**src/rtl/cpu_pkg.sv**
```systemverilog
// cpu_pkg: constants and types shared by the CPU front end.
//   NOP_INSTR      bubble encoding (RESET opcode; decode takes no action)
//   OP_*           major opcodes seen by fetch/decode
//   PCSEL_*        next-PC select encodings driven by decode
//   fetch_state_e  fetch controller states
package cpu_pkg;

  localparam logic [15:0] NOP_INSTR = 16'hF000;

  localparam logic [3:0] OP_B    = 4'hC;
  localparam logic [3:0] OP_CALL = 4'hD;
  localparam logic [3:0] OP_RET  = 4'hE;

  localparam logic [1:0] PCSEL_CALL = 2'b00;
  localparam logic [1:0] PCSEL_SEQ  = 2'b01;
  localparam logic [1:0] PCSEL_BR   = 2'b10;

  typedef enum logic [1:0] {
    FS_RUN      = 2'd0,
    FS_MISS     = 2'd1,
    FS_RET_WAIT = 2'd2
  } fetch_state_e;

endpackage

```
**src/rtl/fetch_next_pc.sv**
```systemverilog
// fetch_next_pc: combinational next-PC candidates for the fetch stage.
//   pc_i        current fetch PC
//   ifid_pc1_i  PC+1 of the instruction held in IFID (redirect base)
//   off_i       low 12 bits of the IFID instruction (offset field)
//   seq_pc_o    pc_i + 1
//   br_tgt_o    ifid_pc1_i + sext(off_i[8:0])   (conditional branch)
//   call_tgt_o  ifid_pc1_i + sext(off_i[11:0])  (CALL)
// All sums wrap modulo 2^PC_W.
module fetch_next_pc #(
  parameter int PC_W = 16
) (
  input  logic [PC_W-1:0] pc_i,
  input  logic [PC_W-1:0] ifid_pc1_i,
  input  logic [11:0]     off_i,
  output logic [PC_W-1:0] seq_pc_o,
  output logic [PC_W-1:0] br_tgt_o,
  output logic [PC_W-1:0] call_tgt_o
);

  logic [PC_W-1:0] br_off;
  logic [PC_W-1:0] call_off;

  assign br_off     = {{(PC_W-9){off_i[8]}}, off_i[8:0]};
  assign call_off   = {{(PC_W-12){off_i[11]}}, off_i};

  assign seq_pc_o   = pc_i + PC_W'(1);
  assign br_tgt_o   = ifid_pc1_i + br_off;
  assign call_tgt_o = ifid_pc1_i + call_off;

endmodule

```
**src/rtl/fetch_unit.sv**
```systemverilog
// fetch_unit: instruction-fetch stage; owns the PC, reads the instruction
// cache and loads the IFID register, applying decode's stall/redirect/RET
// requests and absorbing cache misses by inserting bubbles.
//
// Ports:
//   clk, rst            clock, synchronous active-high reset
//   ic_rd_en, ic_addr   cache read request / word address (= PC)
//   ic_instr, ic_rdy    cache data and same-cycle hit
//   stall_id            decode hazard stall (holds PC and IFID in RUN)
//   pc_sel, b_true      decode next-PC select and branch condition
//   ret_pend            decode holds a RET
//   ret_addr_vld/addr   popped return address (one-cycle pulse)
//   ifid_instr/pc1/bad  IFID register (bad=1 marks a bubble)
//   no_op_icache        fetch is waiting on a miss
//   perf_stall/miss/redir  saturating 16-bit event counters
//   fetch_state         controller state (debug visibility)
//
// Build option: define FETCH_PERF_CNT_EN to build the performance counters;
// otherwise they are absent and the outputs read 0.
//
// Handshake: the cache is a same-cycle responder; ic_instr is consumed at
// the clock edge of any cycle where ic_rd_en=1 and ic_rdy=1 and fetch is
// not stalled or redirected. Bubbles keep ifid_pc1 at its previous value.
module fetch_unit
  import cpu_pkg::*;
#(
  parameter int              PC_W   = 16,
  parameter logic [PC_W-1:0] RST_PC = '0
) (
  input  logic            clk,
  input  logic            rst,
  output logic            ic_rd_en,
  output logic [PC_W-1:0] ic_addr,
  input  logic [15:0]     ic_instr,
  input  logic            ic_rdy,
  input  logic            stall_id,
  input  logic [1:0]      pc_sel,
  input  logic            b_true,
  input  logic            ret_pend,
  input  logic            ret_addr_vld,
  input  logic [PC_W-1:0] ret_addr,
  output logic [15:0]     ifid_instr,
  output logic [PC_W-1:0] ifid_pc1,
  output logic            ifid_bad,
  output logic            no_op_icache,
  output logic [15:0]     perf_stall,
  output logic [15:0]     perf_miss,
  output logic [15:0]     perf_redir,
  output logic [1:0]      fetch_state
);

  fetch_state_e    state_q, state_d;
  logic [PC_W-1:0] pc_q, pc_d;
  logic [15:0]     ir_q, ir_d;
  logic [PC_W-1:0] pc1_q, pc1_d;
  logic            bad_q, bad_d;

  logic [PC_W-1:0] seq_pc, br_tgt, call_tgt;

  fetch_next_pc #(.PC_W(PC_W)) u_next_pc (
    .pc_i       (pc_q),
    .ifid_pc1_i (pc1_q),
    .off_i      (ir_q[11:0]),
    .seq_pc_o   (seq_pc),
    .br_tgt_o   (br_tgt),
    .call_tgt_o (call_tgt)
  );

  // State register (controller state plus PC/IFID datapath).
  always_ff @(posedge clk) begin
    if (rst) begin
      state_q <= FS_RUN;
      pc_q    <= RST_PC;
      ir_q    <= NOP_INSTR;
      pc1_q   <= '0;
      bad_q   <= 1'b1;
    end else begin
      state_q <= state_d;
      pc_q    <= pc_d;
      ir_q    <= ir_d;
      pc1_q   <= pc1_d;
      bad_q   <= bad_d;
    end
  end

  // Next-state logic. In RUN the checks are ordered by priority.
  always_comb begin
    state_d = state_q;
    pc_d    = pc_q;
    ir_d    = ir_q;
    pc1_d   = pc1_q;
    bad_d   = bad_q;
    unique case (state_q)
      FS_RUN: begin
        if (stall_id) begin
          // hold everything
        end else if (ret_pend) begin
          ir_d    = NOP_INSTR;
          bad_d   = 1'b1;
          state_d = FS_RET_WAIT;
        end else if (pc_sel == PCSEL_CALL) begin
          pc_d  = call_tgt;
          ir_d  = NOP_INSTR;
          bad_d = 1'b1;
        end else if (pc_sel == PCSEL_BR && b_true) begin
          pc_d  = br_tgt;
          ir_d  = NOP_INSTR;
          bad_d = 1'b1;
        end else if (!ic_rdy) begin
          ir_d    = NOP_INSTR;
          bad_d   = 1'b1;
          state_d = FS_MISS;
        end else begin
          ir_d  = ic_instr;
          bad_d = 1'b0;
          pc1_d = seq_pc;
          pc_d  = seq_pc;
        end
      end
      FS_MISS: begin
        // IFID is already a bubble, so stall_id has nothing to hold here.
        if (ic_rdy) begin
          ir_d    = ic_instr;
          bad_d   = 1'b0;
          pc1_d   = seq_pc;
          pc_d    = seq_pc;
          state_d = FS_RUN;
        end else begin
          ir_d  = NOP_INSTR;
          bad_d = 1'b1;
        end
      end
      FS_RET_WAIT: begin
        ir_d  = NOP_INSTR;
        bad_d = 1'b1;
        if (ret_addr_vld) begin
          pc_d    = ret_addr;
          state_d = FS_RUN;
        end
      end
      default: state_d = FS_RUN;
    endcase
  end

  // Outputs.
  always_comb begin
    ic_rd_en     = (state_q != FS_RET_WAIT);
    no_op_icache = (state_q == FS_MISS);
    fetch_state  = state_q;
  end

  assign ic_addr    = pc_q;
  assign ifid_instr = ir_q;
  assign ifid_pc1   = pc1_q;
  assign ifid_bad   = bad_q;

`ifdef FETCH_PERF_CNT_EN
  logic [15:0] perf_stall_q, perf_miss_q, perf_redir_q;
  logic        redir_ev;

  // A redirect is any RUN-state CALL, taken branch or RET entry that is
  // not masked by a stall.
  assign redir_ev = (state_q == FS_RUN) && !stall_id &&
                    (ret_pend || pc_sel == PCSEL_CALL ||
                     (pc_sel == PCSEL_BR && b_true));

  always_ff @(posedge clk) begin
    if (rst) begin
      perf_stall_q <= '0;
      perf_miss_q  <= '0;
      perf_redir_q <= '0;
    end else begin
      if (state_q == FS_RUN && stall_id && perf_stall_q != 16'hFFFF)
        perf_stall_q <= perf_stall_q + 16'd1;
      if (state_q == FS_MISS && perf_miss_q != 16'hFFFF)
        perf_miss_q <= perf_miss_q + 16'd1;
      if (redir_ev && perf_redir_q != 16'hFFFF)
        perf_redir_q <= perf_redir_q + 16'd1;
    end
  end

  assign perf_stall = perf_stall_q;
  assign perf_miss  = perf_miss_q;
  assign perf_redir = perf_redir_q;
`else
  assign perf_stall = 16'h0000;
  assign perf_miss  = 16'h0000;
  assign perf_redir = 16'h0000;
`endif

endmodule

```
**config.mk**
```make
export PLATFORM = sky130hd
export DESIGN_NAME = fetch_unit
export DESIGN_NICKNAME = d
export VERILOG_FILES = /design/src/rtl/cpu_pkg.sv /design/src/rtl/fetch_next_pc.sv /design/src/rtl/fetch_unit.sv
export SDC_FILE = /design/constraint.sdc
export NUM_CORES = 1
export LEC_CHECK = 0
export BUFFER_PORTS_ARGS = -buffer_cell sky130_fd_sc_hd__buf_2
export CAP_MARGIN = 20
export CORE_UTILIZATION = 45
export DETAILED_ROUTE_END_ITERATION = 8
export GPL_TIMING_DRIVEN = 0
export PLACE_DENSITY = 0.72
export SYNTH_ARGS = -nofsm -noshare
export SYNTH_HDL_FRONTEND = slang
export SYNTH_SLANG_ARGS = --single-unit
```
**constraint.sdc**
```tcl
create_clock -name clk -period 2.3 [get_ports clk]
set_input_delay 0.115 -clock clk [delete_from_list [all_inputs] [get_ports clk]]
set_output_delay 0.115 -clock clk [all_outputs]
set_load 0.02 [all_outputs]
```
==> impl_metrics.py <==
metrics = {
    "clocking": {
        "insertion_delay_ps": 310,
        "clock-sinks": 51,
        "cts_made_buffers": 5,
        "clk_pin_slew_worst_paths_ps": 110,
        "clk_path_buf_depth": 2,
        "cts_tree": "done",
        "ctsHtreeMaxLevel": 2,
        "cts-root-buf": "clkbuf_8",
    },
    "worst_setup_path": {
        "path_max_fanout": 3,
        "critPathKind": "reg -> reg",
        "cp_common_cell": "a211oi_2",
        "slowest_stage": "dfxtp_4",
        "slowest_delay_ps": 380,
        "path_cells": "ha_4 > fa_2 > a211oi_2 > o21bai_2 > o311a_1 > or3_1 > a31oi_2 > a211oi_2",
        "end_kind": "flop",
        "required_ps": 2470,
        "start_kind": "flop",
        "cp.arrival_ps": 2490,
    },
    "yosys": {
        "synth_edf_count": 0,
        "synthesis.area_um2": 4540,
        "async_flop_share_pct": 0,
        "synth_top_area_share_pct": 22.5,
        "synth-seq-cells": 51,
        "synth_seq_area_share_pct": 22.5,
        "yosys_most_used_dff": "dfxtp_1",
        "netlist_instances": 612,
        "postSynthAreaPerCell_um2": 7.41,
        "synth_top_area_cell": "dfxtp_1",
        "synth_area_leaders": "dfxtp_1, buf_4, ha_1, nor2_1, a211oi_1",
        "ys_types": 56,
        "yosysWarnings": 0,
    },
    "final_layout": {
        "layout_common_cells": "buf_2, buf_4, nor2_1, nand2_1, conb_1",
        "final_common_cell": "buf_2",
        "diodes": 0,
        "drive_gt1_share_pct": 32.2,
        "final_area_um2": 5940,
        "finalNetCount": 842,
        "area_delta_synth_final_pct": 31.0,
    },
    "drt": {
        "wl_met1_um": 6430,
        "wl_met2_um": 7140,
        "detail-route-antenna-nets": 0,
        "via_per_inst": 5.63,
        "drt-initial-drc-count": 206,
        "wirelength_um": 15300,
        "drt-pass1-iter-count": 5,
        "top_layer": "met4",
        "post_drt_wl_per_cell_um": 16.8,
        "drc": 0,
        "wl_met3_um": 1110,
        "route.vias.total": 5118,
    },
    "global_route": {
        "grt_pass1_vias": 4639,
        "gr-total-overflow": 0,
        "grt_max_degree": 17,
        "grt_usage_pct": 28.5,
        "grt_pass1_wl_um": 23000,
        "antenna_found_initial": 0,
    },
    "placed_design": {
        "post_dp_cell_area_um2": 5350,
        "dpl.hpwl_um": 11300,
        "io_buffer_count": 91,
        "place_ws_ps": -464,
        "place.gp.congestion": 0.897,
    },
    "die": {
        "core_um2": 9770,
        "ios": 142,
        "rows": 36,
        "die_h_um": 102,
        "dieWidth_um": 102,
        "start_util_pct": 46.4,
        "dieArea_um2": 10500,
    },
    "timing": {
        "rsz0062_at_grt": "true",
        "tightest_slew_ps": 675,
        "relSlewSlack_pct": 55.0,
        "clock_skew_ps": 6.94,
        "timing.fmax_ghz": 0.432,
        "setup_violations": 2,
        "fin_setup_tns_ps": -29.6,
        "finalCritPeriodShare_pct": 101,
        "period_needed_ps": 2320,
        "slew_viol_final": 0,
        "finalHoldViolCount": 0,
        "finalWorstSetupSlack_ps": -15.0,
    },
    "flow_run": {
        "cap_violations": 0,
    },
    "power": {
        "p_total_mw": 3.14,
        "ir_drop_uv": 357,
        "p_leak_nw": 2.65,
        "power_density_nw_per_um2": 528,
    },
    "hold_path": {
        "hold_path.class": "in -> reg",
    },
    "status": {
        "status": "finished, violations left",
        "violations": "setup timing",
    },
}
-- what timing repair did --
| item | in CTS | in global routing |
|---|---|---|
| pin swaps | 13 | 16 |
| hold buffers | 0 | 0 |
| gates resized for setup | 36 | 59 |
| setup endpoints to repair | 41 | 32 |
| setup buffers | 10 | 18 |
-- Yosys cell counts, types with 6 or more instances --
| library cell | number |
|---|---|
| clkbuf_1 | 35 |
| inv_1 | 13 |
| buf_4 | 53 |
| dfxtp_1 | 51 |
| nand3_1 | 23 |
| nand2b_1 | 9 |
| o21ai_0 | 25 |
| a221oi_1 | 8 |
| ha_1 | 25 |
| a21oi_1 | 38 |
| xor2_1 | 15 |
| nor3_1 | 18 |
| nand4_1 | 10 |
| nand2_1 | 51 |
| a211oi_1 | 26 |
| a31oi_1 | 10 |
| a21o_1 | 6 |
| nor2_1 | 63 |
| nor4_1 | 9 |
| a22oi_1 | 13 |
| mux2i_1 | 10 |
| and3_1 | 10 |
| xnor2_1 | 19 |
| o211ai_1 | 8 |
-- layout make-up --
class                   instances  area (µm²)
fillers                       911        3830
multi-input cells             505        3380
flip-flops and latches         51        1060
repair buffers                119         673
plain buffers                  80         527
well taps                     133         166
clock buffers                   6        72.6
inverters                      13        48.8
clock inverters                 2        16.3
-- metal layers --
layer / vias up / track usage [%]
li1: 2466 / -
met1: 2372 / 36.2
met2: 245 / 48.1
met3: 35 / 4.51
met4: 0 / 11.3
met5: - / 0
-- path summary, 6_finish.rpt --
kind | start | endpoint | slack, ps | cells past startpoint
worst max-delay path | ifid_instr[0] | ic_addr[10] | -20 | 8
worst min-delay path | ic_instr[14] | ifid_instr[14] | 30 | 3
worst min register to register | ifid_bad | ifid_bad | 450 | 2
worst max register to register | ifid_instr[0] | ic_addr[10] | -20 | 8
-- metrics by stage --
stage / instances / hold slack (ps) / util [%]
3_5_place_dp: 883 / 357 / 54.8
4_1_cts: 894 / 23.9 / 57.4
3_3_place_gp: 883 / 349 / 54.8
5_1_grt: 909 / 32.7 / 60.8
6_report: 909 / 26.6 / 60.8
2_1_floorplan: 659 / 263 / -
-- state kept, by name (all words and copies together), names as in the netlist --
signal,cells
ic_addr,16
fetch_state,2
ifid_instr,16
ifid_pc1,16
ifid_bad,1
-- where the power goes --
| part | internal, mW | switching (mW) | total [mW] |
|---|---|---|---|
| registers | 0.990 | 0.116 | 1.11 |
| logic | 0.578 | 0.889 | 1.47 |
| clock network | 0.220 | 0.347 | 0.568 |
-- worst max-delay path: cells and delay by family (launching register included) --
kind	cells	cell delay, ps
AOI/OAI and AO/OA	5	940
adders and majority gates	2	520
DFF	1	380
and+or+nand+nor	1	330
-- logic make-up after synthesis --
family                   after synthesis  share of synthesized area [%]
buffers and inverters                103                           13.0
multiplexers                          10                           2.21
flip-flops                            51                           22.5
AO/OA/AOI/OAI                        168                           24.8
AND/OR/NAND/NOR                      219                           23.5
adder cells (fa/ha/maj)               26                           7.34
XOR/XNOR                              34                           6.56
other                                  1                         0.0827
Power figures use the tool's default switching activity.
